$ cat config.mk
export PLATFORM = sky130hd
export DESIGN_NAME = motor_pwm_gen
export DESIGN_NICKNAME = d
export VERILOG_FILES = /design/src/rtl/motor_pwm_gen.sv
export SDC_FILE = /design/constraint.sdc
export NUM_CORES = 1
export LEC_CHECK = 0
export CORE_UTILIZATION = 54
export DETAILED_ROUTE_END_ITERATION = 10
export HOLD_SLACK_MARGIN = 0.12
export PLACE_DENSITY = 0.76
export SYNTH_ARGS = -nofsm -noshare
export SYNTH_HDL_FRONTEND = slang
export SYNTH_SLANG_ARGS = --single-unit
$ cat constraint.sdc
create_clock -name clk -period 2.5 [get_ports clk]
set_input_delay 0.375 -clock clk [delete_from_list [all_inputs] [get_ports clk]]
set_output_delay 0.375 -clock clk [all_outputs]
set_load 0.05 [all_outputs]
$ cat src/rtl/motor_pwm_gen.sv
// Multi-channel PWM generator with frame-synchronous duty updates.
// Duty writes land in shadow registers and are copied to active duties at frame boundaries.
module motor_pwm_gen #(
  parameter int NUM_CH    = 4,
  parameter int CNT_WIDTH = 8,
  parameter int PERIOD    = 200,
  parameter int CH_WIDTH  = (NUM_CH > 1) ? $clog2(NUM_CH) : 1
) (
  input  logic                 clk,
  input  logic                 resetn,
  input  logic                 tick_clk,
  input  logic                 arm,
  input  logic                 wr_valid,
  output logic                 wr_ready,
  input  logic [CH_WIDTH-1:0]  wr_ch,
  input  logic [CNT_WIDTH-1:0] wr_duty,
  output logic [NUM_CH-1:0]    pwm_out,
  output logic                 frame_start,
  output logic                 running
);

  localparam logic [CNT_WIDTH-1:0] LAST = CNT_WIDTH'(PERIOD - 1);
  localparam logic [CNT_WIDTH-1:0] PMAX = CNT_WIDTH'(PERIOD);

  typedef enum logic [1:0] {
    DISARMED,
    RUN,
    STOPPING
  } state_t;

  state_t state, state_n;

  logic [CNT_WIDTH-1:0] count, count_n;
  logic [NUM_CH-1:0][CNT_WIDTH-1:0] shadow;
  logic [NUM_CH-1:0][CNT_WIDTH-1:0] active;
  logic [NUM_CH-1:0][CNT_WIDTH-1:0] active_n;
  logic [NUM_CH-1:0] pwm_n;
  logic [CNT_WIDTH-1:0] duty_c;
  logic tick_q, tick, wrap, boundary;
  logic fs_n, load;

  assign tick     = tick_clk & ~tick_q;
  assign wrap     = tick & (count == LAST);
  assign boundary = wrap & (state != DISARMED);
  assign wr_ready = ~boundary;
  assign running  = (state != DISARMED);
  assign duty_c   = (wr_duty > PMAX) ? PMAX : wr_duty;

  always_comb begin
    state_n  = state;
    count_n  = count;
    active_n = active;
    fs_n     = 1'b0;
    load     = 1'b0;
    if (tick && state != DISARMED)
      count_n = wrap ? '0 : count + CNT_WIDTH'(1);
    unique case (state)
      DISARMED: begin
        count_n = '0;
        load    = 1'b1;
        if (tick && arm) begin
          state_n = RUN;
          fs_n    = 1'b1;
        end
      end
      RUN: begin
        if (wrap) begin
          load = 1'b1;
          fs_n = 1'b1;
        end
        if (!arm) state_n = STOPPING;
      end
      STOPPING: begin
        // Re-arming on the last tick simply continues into a new frame.
        if (arm) begin
          state_n = RUN;
          if (wrap) begin
            load = 1'b1;
            fs_n = 1'b1;
          end
        end else if (wrap) begin
          state_n = DISARMED;
        end
      end
      default: state_n = DISARMED;
    endcase
    if (load) active_n = shadow;
    for (int c = 0; c < NUM_CH; c++)
      pwm_n[c] = (state_n != DISARMED) &&
                 (count_n < active_n[c]);
  end

  always_ff @(posedge clk or negedge resetn) begin
    if (!resetn) begin
      state       <= DISARMED;
      count       <= '0;
      shadow      <= '0;
      active      <= '0;
      pwm_out     <= '0;
      frame_start <= 1'b0;
      tick_q      <= 1'b1;
    end else begin
      state       <= state_n;
      count       <= count_n;
      active      <= active_n;
      pwm_out     <= pwm_n;
      frame_start <= fs_n;
      tick_q      <= tick_clk;
      for (int c = 0; c < NUM_CH; c++)
        if (wr_valid && wr_ready &&
            wr_ch == CH_WIDTH'(c))
          shadow[c] <= duty_c;
    end
  end

endmodule

==> metrics.txt, run 1 <==
HP Class primary input to register; maxcap violations 0; FFs w/ async S/R, synth 100.0%; Net Count, Synth 385; power after layout 4.174 mW; class of the most critical setup path register to register; CTS root buffer clkbuf_8; type of element launching the critical path register; placement row count 31; hold path depth 2; Die Outline Area slightly below 8000 µm²; vias after detailed routing 3184; most numerous cell in the Yosys netlist dfrtp_1; vias in the first global route 3234; Max-slew headroom around 65%; CP arrival 2.91 ns; Final min period 2.633 ns; Post-synth EDFFs 0; area of the core 7292 µm²; Via-to-Cell Ratio slightly below 6; wire length of the first global-routing pass 16.05 mm; post-detailed-route DRC marker count 0; Reg clk slew, reported paths approximately 0.080 ns; leading register cell type out of synthesis dfrtp_1; slew of the pin with the lowest slew margin 0.5244 ns; count of antenna-violating nets left after detailed routing 0; x dimension of the die between 80 and 90 µm; fin worst setup slack -0.1329 ns; Finished Layout Cells roughly 550; worst skew pair latency 0.34 ns; cell count after placement 520; share of the clock period used by the worst path after layout 105.3%; total global-route track usage 28.40%; clock tree sinks 80; WL per Instance 18.80 µm; total count of max-transition violations in the final report 0; top cell type's share of synthesized area 48.48%; die height 88.90 µm; worst flop-to-flop path startpoint count[4]; maximum clock insertion buffer count 2; register bit total from synthesis 80; instance count of the mapped netlist between 300 and 400; slowest stage delay, CP 0.40 ns; count of input and output buffers 21; static power due to leakage 2.545 nW; number of top-level pins 22; setup skew after layout 0.005801 ns; wire length after detailed routing 10.38 mm; ranking of synthesized cells by area dfrtp_1 (48%), ha_1 (8.9%), mux2_2 (8.8%); most used standard cells in the synthesized netlist dfrtp_1 (79), mux2_2 (32), ha_1 (29); Yosys Warn Count 0; global route total overflow 0; library cell occupying the most area in the post-synthesis netlist dfrtp_1; highest-delay cell along the critical path dfrtp_1; beginning of the critical path count[4]; worst-case reg-to-reg path depth 12; layout cells sized above 1 45.47%; number of levels the H-tree was split into 3; cell-by-cell listing of the critical path nand4bb_4 > or3_4 > nor2_4 > nor2_4 > clkbuf_16 > mux2i_4 > ha_1 > o21ai_1 > nand2b_1 > a21oi_2 > nor3_1 > a21oi_1; crit path max fanout 7; unique cell type count in the Yosys netlist 44; Highest Clock Rate 379.8 MHz; number of antenna diodes 0; worst hold start tick_clk; average footprint of a synthesized cell 11.96 µm²; detailed-routing iteration count for the pre-antenna-repair pass 4; peak ir drop on the vdd network 0.0005631 V; pin count of the biggest net entering global routing 81; critical path endpoint category register; cell type with the highest occurrence count on the critical path nor2_4; number of antenna violations at the first check in global routing 0; number of endpoints with negative hold slack in the final report 0; failing checks setup timing; unrepaired setup endpoints after global routing yes; final HPWL from detailed placement between 6 and 7 mm; final setup violating endpoints 4; share of synthesized area occupied by flip-flops and latches 49.13%; power density over the cells roughly 760 nW/µm²; final weighted congestion in routability-driven placement around 0.85; core occupancy in the finished layout 75.38%; count of routing violations after the opening detailed-route iteration 197; post-layout net count 492; run status finished, violations left; number of CTS-inserted buffers 9; starting density of the core 55.92%; synthesis-to-layout area growth 34.80%; CTS tree yes; data required time of the critical path 2.77 ns; combined area of all synthesized cells just over 4000 µm²
## layer usage
layer  part of all wire (%)  track usage (%)
met1                     43            36.16
met2                     50            48.39
met3                    4.0            5.540
met4                    3.5            10.70
met5                      0                0
## repair_timing
action                     CTS  global route
resized for setup           17            16
setup buffers                7             7
setup endpoints to repair    5             5
cloned                       0             1
hold endpoints to repair    79             0
pin swaps                    7             9
hold buffers                 1             0
## cell type report
type,instances,area (µm²)
Tap cell,99,123.9
Timing Repair Buffer,103,954.7
Fill cell,502,1795
Sequential cell,80,2003
Inverter,31,116.4
Clock buffer,11,151.4
Clock inverter,5,31.28
Multi-Input combinational cell,223,2116
## sequential cells by signal (all words and copies together), names as in the netlist
register and count:
count 8, pwm_out 4, state 2, tick_q 1
shadow 32, active 32, frame_start 1
## stage by stage
stage	area [µm²]	setup TNS (ns)	hold WS (ns)	worst slack, ns
after global routing	5497	-0.6690	0.4299	-0.1911
after global placement	4961	-4.822	0.4316	-0.6863
after floorplan	4119	-0.1947	0.07941	-0.06943
after CTS	5313	-0.2051	0.4291	-0.07468
final	5497	-0.4176	0.4450	-0.1329
after detailed placement	4961	-5.752	0.4297	-0.7071
## worst max-delay path, delay by kind of cell (launching register included)
family / cells / cell delay, ns
AOI/OAI and AO/OA: 3 / 0.48
adders and majority gates: 1 / 0.29
buffers and inverters: 1 / 0.18
DFF: 1 / 0.40
muxes: 1 / 0.19
and+or+nand+nor: 6 / 1.01
## final timing paths
check                             end  slack, ns
hold reg to reg            active[15]       0.51
setup reg to reg           pwm_out[1]      -0.13
max in group asynchronous      tick_q       1.54
min in group asynchronous  shadow[31]       0.58
hold / removal                 tick_q       0.45
setup / recovery           pwm_out[1]      -0.13
## layout by cell type, fill, tap and decap left out, drive strengths merged, types with 3 or more instances in the layout
| cell | n |
|---|---|
| nor2b | 5 |
| xnor2 | 3 |
| xor2 | 3 |
| nand2b | 7 |
| mux2 | 32 |
| a211oi | 4 |
| ha | 29 |
| nor2 | 12 |
| o21ai | 9 |
| a21oi | 23 |
| clkinv | 4 |
| clkbuf | 12 |
| nand2 | 16 |
| clkdlybuf4s50 | 17 |
| o211ai | 8 |
| mux2i | 28 |
| nand4b | 3 |
| buf | 82 |
| dfrtp | 79 |
| a32oi | 4 |
| nor3 | 9 |
| nand3 | 9 |
| inv | 31 |
| o311ai | 4 |
## where the power goes
part	internal, mW	switching (mW)
Clock	0.412	0.467
Sequential	1.59	0.194
Combinational	0.786	0.728
Total	2.78	1.39
## logic make-up (layout without fill, tap and decap cells)
family	count (synthesis)	in the layout	synth area share, %
muxes	60	60	17.55
DFF	80	80	49.13
buffers and inverters	38	150	3.928
and+or+nand+nor	73	73	10.80
xor gates and xnor gates	6	6	1.289
AOI/OAI and AO/OA	55	55	8.408
adders and majority gates	29	29	8.898
Power figures use the tool's default switching activity.
==> inputs of run 2 (changes only) <==
--- a/config.mk
+++ b/config.mk
@@ -5,10 +5,10 @@
 export SDC_FILE = /design/constraint.sdc
 export NUM_CORES = 1
 export LEC_CHECK = 0
-export CORE_UTILIZATION = 54
+export CAP_MARGIN = 10
+export CORE_UTILIZATION = 36
 export DETAILED_ROUTE_END_ITERATION = 10
 export HOLD_SLACK_MARGIN = 0.12
-export PLACE_DENSITY = 0.76
 export SYNTH_ARGS = -nofsm -noshare
 export SYNTH_HDL_FRONTEND = slang
 export SYNTH_SLANG_ARGS = --single-unit
==> run 2 against run 1 <==
Against the previous run:
- the flow now finishes without violations
- global-route usage decreased by 11 points
- combinational power decreased by 11%
- count of clock-buffer cells in the layout increased by 1
- first-iteration DRC count decreased by 35%
- largest power group unchanged
- highest routed layer unchanged
==> metrics.txt, run 2 (synthesized netlist as in run 1, its figures left out) <==
worst-case reg-to-reg path depth 13 (+1); maxcap violations 0 (unchanged); starting density of the core 37.29% (-19 points); worst r2r dst pwm_out[3]; power density over the cells 825.9 nW/µm² (+8.8%); Multi-input gate area 2018 µm² (-4.6%); Max-slew headroom 57.08% (-7.8 points); cell area after placement 5042 µm² (+1.6%); global route total overflow 0 (unchanged); Die Outline Area 11760 µm² (+49%); worst flop-to-flop path startpoint count[0]; Worst Hold Endpoint tick_q; die height 108.4 µm (+22%); number of CTS-inserted buffers 9 (unchanged); x dimension of the die 108.4 µm (+22%); peak ir drop on the vdd network 0.0004090 V (-27%); clock tree sinks 80 (unchanged); static power due to leakage 2.570 nW (+0.97%); Highest Clock Rate 400.2 MHz (+5.4%); Layout Cell Area excl Fill 5535 µm² (+0.71%); count of antenna-violating nets left after detailed routing 0 (unchanged); count of routing violations after the opening detailed-route iteration 128 (-35%); layout cells sized above 1 43.11% (-2.4 points); number of levels the H-tree was split into 3 (unchanged); area taken by flip-flops and latches 2003 µm² (unchanged); final HPWL from detailed placement 6.749 mm (-1.7%); leading cell type in the layout, fill and taps excluded dfrtp_1; total global-route track usage 17.88% (-11 points); CTS tree yes; unrepaired setup endpoints after global routing yes; number of top-level pins 22 (unchanged); number of endpoints with negative hold slack in the final report 0 (unchanged); filler cell count in the final layout 937 (+87%); commonest cells after routing, fill and taps aside dfrtp_1 (79), buf_4 (72), mux2_2 (32), ha_1 (27), mux2i_2 (23); post-detailed-route DRC marker count 0 (unchanged); crit path max fanout 9 (+2); cell count after placement 565 (+8.7%); vias in the first global route 3136 (-3.0%); hold path depth 2 (unchanged); Via-to-Cell Ratio 5.081 (-12%); CTS root buffer clkbuf_16; Finished Layout Cells 590 (+6.9%); worst setup slack for register-to-register paths 0.001 ns (+0.13 ns); area of the core 10940 µm² (+50%); post-layout net count 489 (-0.61%); setup skew after layout 0.009175 ns (+0.003374 ns); biggest regs active (32), shadow (32), count (8); Reg clk slew, reported paths 0.06 ns (-0.02 ns); data required time of the critical path 2.75 ns (-0.02 ns); slew of the pin with the lowest slew margin 0.6438 ns (+0.1193 ns); WL per Instance 16.05 µm (-15%); number of antenna diodes 0 (unchanged); number of antenna violations at the first check in global routing 0 (unchanged); pin count of the biggest net entering global routing 81 (unchanged); HP Class primary input to register; count of input and output buffers 21 (unchanged); wire length after detailed routing 9.470 mm (-8.8%); run status finished clean; CP arrival 2.75 ns (-0.16 ns); detailed-routing iteration count for the pre-antenna-repair pass 6 (+2); share of the clock period used by the worst path after layout 99.96% (-5.4 points); maximum clock insertion buffer count 2 (unchanged); final weighted congestion in routability-driven placement 0.8734 (+2.6%); total count of max-transition violations in the final report 0 (unchanged); critical path endpoint category register; vias after detailed routing 2998 (-5.8%); smallest hold slack 0.4579 ns (+0.01284 ns); core occupancy in the finished layout 50.62% (-25 points); worst hold start tick_clk; worst skew pair latency 0.34 ns (about the same); wire length of the first global-routing pass 15.59 mm (-2.8%); Final min period 2.499 ns (-0.1338 ns); synthesis-to-layout area growth 35.75%; class of the most critical setup path register to register; type of element launching the critical path register; final setup violating endpoints 0 (-4); placement row count 38 (+23%); power after layout 4.572 mW (+9.5%)
==> run 2: worst max path at each step <==
stage | slack [ns] | start | to
2_1_floorplan | -0.07 | count[0] | pwm_out[3]
3_3_place_gp | -0.49 | tick_clk | pwm_out[1]
3_5_place_dp | -0.52 | tick_clk | pwm_out[1]
4_1_cts | 0.0009 | count[0] | pwm_out[1]
5_1_grt | -0.14 | state[1] | pwm_out[0]
6_report | 0.001 | count[0] | pwm_out[3]
==> run 2: where the power goes <==
group | leakage (nW) | switching (mW) | internal (mW)
Sequential | 0.985 | 0.169 | 1.59
Combinational | 1.42 | 0.636 | 0.705
Clock | 0.161 | 0.515 | 0.956
==> run 2: timing repair <==
action / 4_1_cts / 5_1_grt
endpoints found under the hold margin: 79 / 0
hold buffers: 1 / 0
pin swaps: 4 / 0
setup endpoints to repair: 5 / 4
resized for setup: 11 / 7
buffers inserted: 8 / 0
==> run 2: final cells by class <==
cell class / instances / area share (%)
Tap cell: 140 / 3.165
Clock inverter: 4 / 1.356
Timing Repair Buffer: 100 / 15.91
Clock buffer: 12 / 4.815
Inverter: 31 / 2.102
Sequential cell: 80 / 36.19
Multi-Input combinational cell: 223 / 36.46
==> run 2: layer usage <==
| layer | vias to the layer above | track usage, % | wire, µm |
|---|---|---|---|
| li1 | 1424 | - | - |
| met1 | 1474 | 21.70 | 4247 |
| met2 | 71 | 30.88 | 4668 |
| met3 | 29 | 3.255 | 291 |
| met4 | 0 | 7.819 | 263 |
| met5 | - | 0 | 0 |
==> run 2: metrics by stage <==
stage               TNS (ns)  setup WS [ns]
floorplan            -0.1947       -0.06943
global placement      -1.744        -0.4923
detailed placement    -1.919        -0.5179
CTS                        0      0.0009033
global route         -0.4401        -0.1374
finish                     0      0.0009790
==> run 2: worst max-delay path, stage by stage, from the launching register on <==
cell	delay (ns)
dfrtp_1	0.39
ha_4	0.17
nand4b_4	0.10
or3_4	0.41
nor2_4	0.11
nor2_4	0.08
buf_6	0.17
mux2i_2	0.20
ha_1	0.26
o21ai_1	0.12
nand2b_1	0.07
a21oi_1	0.14
nor3_1	0.07
a21oi_1	0.14
